### src/rtl/conv_weight_loader.sv
// conv_weight_loader: streams KERNEL_SIZE*KERNEL_SIZE signed weights from a valid/ready source onto the PE weight-write bus
//
// Ports:
//   clk, rst_n          clock, asynchronous active-low reset
//   i_start             begin a load (only honoured in IDLE)
//   i_abort             cancel an in-progress load (only effective in LOAD)
//   s_valid/s_ready/s_w weight beat handshake and data
//   o_w_en/o_addr/o_w   registered PE write strobe, address and data
//   o_busy              high while loading
//   o_done              one-cycle pulse once the last weight is written
//   o_checksum          running signed sum of accepted weights (only with WLOAD_CHECKSUM_EN)
//
// Optional feature macro: WLOAD_CHECKSUM_EN
module conv_weight_loader #(
    parameter int KERNEL_SIZE = 5,
    parameter int WEIGHT_BW   = 8,
    parameter int ADDR_BW     = 5,
    parameter int BASE_ADDR   = 0
) (
    input  logic                        clk,
    input  logic                        rst_n,
    input  logic                        i_start,
    input  logic                        i_abort,
    input  logic                        s_valid,
    input  logic signed [WEIGHT_BW-1:0] s_w,
    output logic                        s_ready,
    output logic                        o_w_en,
    output logic        [ADDR_BW-1:0]   o_addr,
    output logic signed [WEIGHT_BW-1:0] o_w,
    output logic                        o_busy,
    output logic                        o_done
`ifdef WLOAD_CHECKSUM_EN
    ,
    output logic signed [WEIGHT_BW+ADDR_BW-1:0] o_checksum
`endif
);
    localparam int N  = KERNEL_SIZE * KERNEL_SIZE;
    localparam int CW = $clog2(N + 1);
    localparam logic [CW-1:0] LAST = CW'(N - 1);

    typedef enum logic [1:0] {IDLE, LOAD, DONE} state_t;

    state_t        state, next;
    logic [CW-1:0] cnt;
    logic          accept;
    logic          start_load;

    assign accept     = s_valid && s_ready;
    assign start_load = (state == IDLE) && i_start;

    always_ff @(posedge clk or negedge rst_n) begin
        if (!rst_n) state <= IDLE;
        else        state <= next;
    end

    // Abort takes priority over a same-cycle beat by withholding s_ready.
    always_comb begin
        next    = state;
        s_ready = 1'b0;
        o_busy  = 1'b0;
        o_done  = 1'b0;
        case (state)
            IDLE: next = i_start ? LOAD : IDLE;
            LOAD: begin
                s_ready = !i_abort;
                o_busy  = 1'b1;
                next    = i_abort ? IDLE : (s_valid && cnt == LAST) ? DONE : LOAD;
            end
            DONE: begin
                o_done = 1'b1;
                next   = IDLE;
            end
            default: next = IDLE;
        endcase
    end

    always_ff @(posedge clk or negedge rst_n) begin
        if (!rst_n) begin
            cnt    <= '0;
            o_w_en <= 1'b0;
            o_addr <= '0;
            o_w    <= '0;
        end else begin
            o_w_en <= accept;
            if (start_load) cnt <= '0;
            else if (accept) cnt <= cnt + 1'b1;
            if (accept) begin
                o_addr <= ADDR_BW'(BASE_ADDR) + ADDR_BW'(cnt);
                o_w    <= s_w;
            end
        end
    end

`ifdef WLOAD_CHECKSUM_EN
    always_ff @(posedge clk or negedge rst_n) begin
        if (!rst_n)          o_checksum <= '0;
        else if (start_load) o_checksum <= '0;
        else if (accept)     o_checksum <= o_checksum + {{ADDR_BW{s_w[WEIGHT_BW-1]}}, s_w};
    end
`endif
endmodule

### config.mk
export PLATFORM = sky130hd
export DESIGN_NAME = conv_weight_loader
export DESIGN_NICKNAME = d
export VERILOG_FILES = /design/src/rtl/conv_weight_loader.sv
export SDC_FILE = /design/constraint.sdc
export NUM_CORES = 1
export LEC_CHECK = 0
export BUFFER_PORTS_ARGS = -buffer_cell sky130_fd_sc_hd__buf_4
export CAP_MARGIN = 40
export CELL_PAD_IN_SITES_DETAIL_PLACEMENT = 1
export CELL_PAD_IN_SITES_GLOBAL_PLACEMENT = 1
export CORE_ASPECT_RATIO = 0.6
export CORE_MARGIN = 2
export CORE_UTILIZATION = 38
export DETAILED_ROUTE_END_ITERATION = 7
export PLACE_DENSITY = 0.8
export SETUP_SLACK_MARGIN = 0.1
export SLEW_MARGIN = 20
export SYNTH_ARGS = -nofsm -noshare
export SYNTH_HDL_FRONTEND = slang
export SYNTH_SLANG_ARGS = --single-unit
export TNS_END_PERCENT = 50
### constraint.sdc
create_clock -name clk -period 1.6 [get_ports clk]
set_input_delay 0.16 -clock clk [delete_from_list [all_inputs] [get_ports clk]]
set_output_delay 0.16 -clock clk [all_outputs]
set_load 0.005 [all_outputs]
==> out/qor.csv, run 1 <==
metric;value;unit
status;completed;
hold_violations;0;
fin_nets;113;
crit_fanout;5;
min_path_type;in -> reg;
io_pins;30;
grtUsageMet1;19.1;%
drt-initial-drc-count;18;
cp_slowest_cell;dfrtp_1;
fp.dieH;41.7;um
synthTopCellsByArea;dfrtp_1 (58%), mux2_2 (16%), mux2i_1 (4.4%);
worstPathArrival;1230;ps
fin_crit_sh;87.1;%
grtUsageMet3;6.50;%
routed_wl;1.68;mm
cts_root_buffer;clkbuf_8;
synth_nets;79;
layout_commonest_cell;buf_4;
drive_gt1_share;49.5;%
endpoint;s_ready;
worst_skew_pair.late_latency;260;ps
ant_nets;0;
required;1440;ps
path_clk_slew;80;ps
grt_use_total;14.4;%
critPathKind;reg -> out;
syn_to_final_growth;33.6;%
core_area;0.00221;mm2
cts_resized;0;
numCtsBuffers;3;
cp.depth;3;
r2r-start;state[1]$_DFF_PN0_;
p_leak;0.606;nW
antenna_found_initial;0;
slew_headroom;73.8;%
post-route-min-period;1390;ps
placed_area;0.00114;mm2
wire_per_inst;13.2;um
power_frac_comb;23.0;%
grt_pass1_wl;2.93;mm
p_per_area;1100;mW/mm2
rrSetupSlack;230;ps
netlist-cell-type-count;18;
ctsHoldBuffers;1;
synth_top_cell_by_area;dfrtp_1;
final_cell_mix;buf_4 (29), dfrtp_1 (21), mux2_2 (13);
worst_slack;207;ps
postCtsSetupBuffers;0;
diodes;0;
h-tree-depth;1;
fmax;718;MHz
cts.sinks;21;
synthCells;64;
grt_start_max_net_pins;22;
pre_cts_ws;220;ps
switching_share;25.1;%
syn-mean-instance-area;14.1;um2
utilization;54.4;%
grt.overflow.total;0;
cts_max_path_buffers;2;
maxCapViolCount;0;
first_global_vias;625;
synth-seq-cells;21;
finish.instance_area;0.00120;mm2
n_fill_cell;258;
slew_viol_final;0;
crit_path_start;state[1]$_DFF_PN0_;
r2r-end;o_w[1]$_DFFE_PN0P_;
die-area;0.00279;mm2
via_count;600;
holdWs;126;ps
path_delay_family;simple AND/OR/NAND/NOR gates;
synth_top_area_share;58.3;%
grt_use_met2;22.0;%
clkPwrFrac;26.2;%
yosys_warnings;0;
syn_area;901;um2
top_usage_layer;met2;
setup_viol;0;
seqPwrFrac;50.8;%
routed_via_density;4.72;
rsz0062_at_grt;no;
tightest_slew;392;ps
cts_tree;done;
critPathCaptureType;output pin;
drt_first_pass_iters;3;
p_int;0.000995;W
drcViolationCount;0;
rows;13;
startpoint_type;flop;
place_congestion;0.693;
r2r_cells;3;
fin_skew;7.24;ps
slowest_delay;410;ps
critPathBufInv;1;
yosysSeqAreaShare;58.3;%
tns;0;ps
dp_hpwl;1.29;mm
cp_cell_sequence;and2b_1 > nor2b_1 > buf_4;
port_buffers;29;
start_util;40.7;%
switchingPower;0.000333;W
die_width;66.9;um
ir_drop;0.000687;V
how the worst min path moves through the flow:
stage / from / to / slack (ps) / cells after the start
after floorplan: rst_n / cnt[0]$_DFFE_PN0P_ / -140 / 0
after global placement: rst_n / o_addr[4]$_DFFE_PN0P_ / 60 / 1
after detailed placement: rst_n / o_addr[4]$_DFFE_PN0P_ / 60 / 1
after CTS: s_w[2] / o_w[2]$_DFFE_PN0P_ / 120 / 2
after global routing: s_w[5] / o_w[5]$_DFFE_PN0P_ / 120 / 2
final: s_w[2] / o_w[2]$_DFFE_PN0P_ / 130 / 2
layout make-up:
type,count,area [um2],share of cell area (%)
clock inverter,1,7.51,0.624
multi-input combinational,39,337,28.0
tap,30,37.5,3.12
clock buffer,3,41.3,3.43
timing repair buffer,31,248,20.6
inverter,2,7.51,0.624
sequential,21,526,43.7
through the flow:
step           power [W]  cells
2_1_floorplan   0.000811     64
3_3_place_gp    0.000982    122
3_5_place_dp    0.000999    122
4_1_cts          0.00136    127
5_1_grt          0.00143    127
6_report         0.00133    127
state kept, by name, indices dropped and copies added (netlist names):
signal and cells:
o_w 8, cnt 5, o_addr 5, state 2
o_w_en 1
cell families after synthesis:
logic type      Yosys count  share of synthesized area [%]
simple gates             18                           12.1
fa+ha+maj                 2                           2.78
flops                    21                           58.3
mux                      17                           20.7
buf+inv                   4                           4.31
xor+xnor                  1                          0.972
compound gates            1                          0.834
Yosys cell counts, drive strengths merged:
cell type  number
nand4           3
nor2            2
nand2           4
mux2i           4
inv             2
buf             2
nand2b          1
dfrtp          21
and4bb          1
and2b           1
mux2           13
nor2b           4
xnor2           1
nor3b           1
a21o            1
ha              2
or3b            1
power groups by stage:
| stage | Sequential [W] | Clock [W] | Combinational [W] |
|---|---|---|---|
| 2_1_floorplan | 0.000682 | 0 | 0.000128 |
| 3_3_place_gp | 0.000678 | 0 | 0.000304 |
| 3_5_place_dp | 0.000689 | 0 | 0.000310 |
| 4_1_cts | 0.000677 | 0.000366 | 0.000314 |
| 5_1_grt | 0.000692 | 0.000399 | 0.000339 |
| 6_report | 0.000674 | 0.000348 | 0.000305 |
worst reg2reg max path, cell delays in order, from the launching register on:
cell and delay (ps):
dfrtp_1 410, and4bb_1 330, buf_12 170, mux2_2 360
layer usage:
layer	vias up	wire (um)
met4	0	6
met1	288	781
met3	2	147
met5	-	0
met2	23	747
li1	287	-
No activity file was read; power rests on OpenSTA's default activity.
==> run 2: changes to the inputs <==
--- a/config.mk
+++ b/config.mk
@@ -14,6 +14,7 @@
 export CORE_UTILIZATION = 38
 export DETAILED_ROUTE_END_ITERATION = 7
 export PLACE_DENSITY = 0.8
+export RECOVER_POWER = 100
 export SETUP_SLACK_MARGIN = 0.1
 export SLEW_MARGIN = 20
 export SYNTH_ARGS = -nofsm -noshare
==> out/qor.csv, run 2 (synthesis results as in run 1) <==
metric;value;unit
status;completed;
reg_top3;o_w (8), cnt (5), o_addr (5);
core_area;0.00221;mm2
slew_viol_final;0;
routed_via_density;4.72;
die_width;66.9;um
post-route-min-period;1410;ps
pre_cts_ws;220;ps
grt_use_total;14.4;%
drt-initial-drc-count;19;
cts.sinks;21;
p_leak;0.596;nW
port_buffers;29;
drive_gt1_share;48.5;%
crit_fanout;5;
r2r_cells;3;
final_cell_mix;dfrtp_1 (21), clkbuf_4 (16), mux2_2 (13);
maxCapViolCount;0;
fin_nets;113;
fin_crit_sh;88.4;%
start_util;40.7;%
drt_first_pass_iters;3;
syn_to_final_growth;32.9;%
worstPathArrival;1250;ps
ctsHoldBuffers;1;
ant_nets;0;
holdWs;127;ps
regMostFlops;o_w;
wire_per_inst;13.1;um
io_pins;30;
cts_tree;done;
rows;13;
n_fill_cell;258;
slew_headroom;65.9;%
whs_path_depth;2;
grt_start_max_net_pins;22;
place_congestion;0.693;
finish.instance_area;0.00120;mm2
startpoint_type;flop;
worst_skew_pair.late_latency;260;ps
path_clk_slew;80;ps
setup_viol;0;
numCtsBuffers;3;
die-area;0.00279;mm2
layout_commonest_cell;dfrtp_1;
rsz0062_at_grt;no;
routed_wl;1.67;mm
via_count;600;
first_global_vias;625;
cts_max_path_buffers;2;
h-tree-depth;1;
diodes;0;
p_per_area;1100;mW/mm2
critPathCaptureType;output pin;
placed_area;0.00114;mm2
ir_drop;0.000662;V
antenna_found_initial;0;
tightest_slew;511;ps
critPathKind;reg -> out;
largest_reg_flops;8;
postCtsSetupBuffers;0;
tns;0;ps
required;1440;ps
dp_hpwl;1.29;mm
fmax;707;MHz
fp.dieH;41.7;um
worst_slack;185;ps
grt.overflow.total;0;
drcViolationCount;0;
cts_root_buffer;clkbuf_8;
hold_violations;0;
min_path_type;in -> reg;
cts_resized;0;
fin_skew;5.90;ps
grt_pass1_wl;2.93;mm
==> run 2: changes by cell type in the layout (fill, tap and decap cells not counted) <==
cell and delta:
buf_4 -18, clkbuf_4 +16, clkbuf_1 +1, clkbuf_2 +1
==> run 2: routing by layer <==
layer	vias to the layer above	wire [um]	track usage, %
met5	-	0	0
met4	0	6	2.45
met3	2	140	6.50
met2	23	738	22.0
met1	288	783	19.1
li1	287	-	-
==> run 2: area by class of cell <==
type	count	area [um2]	area share (%)
Multi-Input combinational cell	39	337	28.1
Clock buffer	3	41.3	3.45
Tap cell	30	37.5	3.13
Inverter	2	7.51	0.627
Timing Repair Buffer	31	241	20.2
Sequential cell	21	526	43.9
Clock inverter	1	7.51	0.627
==> run 2: final timing paths <==
kind,startpoint,end,slack [ps]
worst max-delay path,state[1]$_DFF_PN0_,s_ready,190
worst min-delay path,s_w[3],o_w[3]$_DFFE_PN0P_,130
worst max register to register,state[1]$_DFF_PN0_,o_w[1]$_DFFE_PN0P_,220
worst min register to register,o_addr[4]$_DFFE_PN0P_,o_addr[4]$_DFFE_PN0P_,510
max in group asynchronous,rst_n,state[1]$_DFF_PN0_,850
min in group asynchronous,rst_n,cnt[3]$_DFFE_PN0P_,400
==> run 2: power breakdown <==
part           switching [W]  leakage, nW  internal (W)
Combinational       0.000102        0.302      0.000188
Clock               0.000174       0.0217      0.000176
Sequential         0.0000556        0.272      0.000617
Total               0.000332        0.596      0.000981
==> run 2: through the flow <==
| stage | total power, W | util [%] | instances |
|---|---|---|---|
| after detailed placement | 0.000999 | 51.8 | 122 |
| after global routing | 0.00141 | 54.1 | 127 |
| after floorplan | 0.000811 | - | 64 |
| after global placement | 0.000982 | 51.8 | 122 |
| final | 0.00131 | 54.1 | 127 |
| after CTS | 0.00136 | 54.4 | 127 |
==> run 2: worst max-delay path, stage by stage (launching register included) <==
cell and delay, ps:
dfrtp_1 410, and2b_1 220, nor2b_1 200, clkbuf_4 170
==> run 3: changes to the inputs <==
--- a/config.mk
+++ b/config.mk
@@ -7,13 +7,10 @@
 export LEC_CHECK = 0
 export BUFFER_PORTS_ARGS = -buffer_cell sky130_fd_sc_hd__buf_4
 export CAP_MARGIN = 40
-export CELL_PAD_IN_SITES_DETAIL_PLACEMENT = 1
-export CELL_PAD_IN_SITES_GLOBAL_PLACEMENT = 1
-export CORE_ASPECT_RATIO = 0.6
 export CORE_MARGIN = 2
-export CORE_UTILIZATION = 38
+export CORE_UTILIZATION = 48
 export DETAILED_ROUTE_END_ITERATION = 7
-export PLACE_DENSITY = 0.8
+export PLACE_DENSITY = 0.81
 export RECOVER_POWER = 100
 export SETUP_SLACK_MARGIN = 0.1
 export SLEW_MARGIN = 20
==> out/qor.csv, run 3 (synthesis results as in run 1) <==
metric;value;unit
status;completed;
rows;15;
critPathCaptureType;output pin;
fmax;723;MHz
p_per_area;1030;mW/mm2
r2r-start;state[1]$_DFF_PN0_;
die-area;0.00224;mm2
port_buffers;29;
hold_path.startpoint;s_w[7];
min_path_type;in -> reg;
grt.overflow.total;0;
fin_skew;3.84;ps
antenna_found_initial;0;
worstHoldEndpoint;o_w[7]$_DFFE_PN0P_;
numCtsBuffers;3;
die_width;47.3;um
cp_slowest_cell;dfrtp_1;
slew_viol_final;0;
tightest_slew;1120;ps
cts_max_path_buffers;2;
tns;0;ps
r2r_cells;3;
whs_path_depth;2;
ant_nets;0;
drive_gt1_share;44.3;%
critPathKind;reg -> out;
cts_tree;done;
fin_crit_sh;86.5;%
routed_wl;1.54;mm
post-route-min-period;1380;ps
h-tree-depth;1;
drt-initial-drc-count;2;
slowest_delay;420;ps
via_count;585;
wire_per_inst;12.6;um
fin_nets;113;
startpoint_type;flop;
grt_pass1_wl;2.49;mm
required;1440;ps
path_clk_slew;110;ps
diodes;0;
n_fill_cell;152;
start_util;51.6;%
postCtsSetupBuffers;0;
seqCellArea;526;um2
worstPathArrival;1220;ps
drt_first_pass_iters;4;
holdWs;92.0;ps
rsz0062_at_grt;no;
routed_via_density;4.80;
reg_top3;o_w (8), cnt (5), o_addr (5);
slew_headroom;25.2;%
drcViolationCount;0;
first_global_vias;567;
regMostFlops;o_w;
final_cell_mix;dfrtp_1 (21), clkbuf_4 (16), mux2_2 (13);
crit_fanout;5;
finish.instance_area;0.00116;mm2
placed_area;0.00114;mm2
hold_violations;0;
cts.sinks;21;
ir_drop;0.000753;V
dp_hpwl;1.14;mm
grt_start_max_net_pins;22;
setup_viol;0;
layout_commonest_cell;dfrtp_1;
worst_skew_pair.late_latency;290;ps
largest_reg_flops;8;
io_pins;30;
rrSetupSlack;220;ps
cts_root_buffer;clkbuf_4;
utilization;66.4;%
core_area;0.00175;mm2
syn_to_final_growth;28.6;%
cp_cell_sequence;and2b_1 > nor2b_2 > clkbuf_1;
r2r-end;o_w[0]$_DFFE_PN0P_;
grt_use_total;16.4;%
place_congestion;0.729;
p_leak;0.576;nW
maxCapViolCount;0;
multi_input_area;339;um2
fp.dieH;47.3;um
## run 3: critical path, delay by kind of cell (launching register included)
kind	cells	cell delay, ps
flip-flops	1	420
buffers and inverters	1	130
AND/OR/NAND/NOR	2	390
## run 3: through the flow
step / setup slack, ps / total power, W / instances
3_3_place_gp: 274 / 0.000979 / 117
2_1_floorplan: 245 / 0.000811 / 64
3_5_place_dp: 239 / 0.000992 / 117
4_1_cts: 123 / 0.00124 / 122
6_report: 216 / 0.00120 / 122
5_1_grt: 95.8 / 0.00128 / 122
## run 3: worst max path at each step
stage	startpoint	endpoint	depth (start not counted)
after floorplan	state[1]$_DFF_PN0_	o_w[3]$_DFFE_PN0P_	4
after global placement	state[1]$_DFF_PN0_	o_addr[1]$_DFFE_PN0P_	3
after detailed placement	state[1]$_DFF_PN0_	o_w[0]$_DFFE_PN0P_	3
after CTS	state[1]$_DFF_PN0_	s_ready	3
after global routing	state[1]$_DFF_PN0_	s_ready	3
final	state[1]$_DFF_PN0_	s_ready	3
## run 3: repair_timing
item	4_1_cts	5_1_grt
resized for setup	0	1
hold buffers	1	0
setup endpoints to repair	0	1
hold endpoints to repair	21	0
## run 3: metal layers
layer | wire length, um | global-route usage, %
met5 | 0 | 0
met4 | 10 | 8.33
met3 | 89 | 3.08
met2 | 723 | 25.4
met1 | 715 | 22.1
## run 3: final cells by class
class,count,area share [%]
sequential,21,45.4
clock buffer,4,2.27
timing repair buffer,31,19.8
tap,25,2.70
multi-input combinational,39,29.3
inverter,2,0.648
## run 3: power by group
| part | switching, W | internal, W |
|---|---|---|
| clock network | 0.000145 | 0.0000969 |
| logic | 0.000102 | 0.000181 |
| registers | 0.0000546 | 0.000617 |
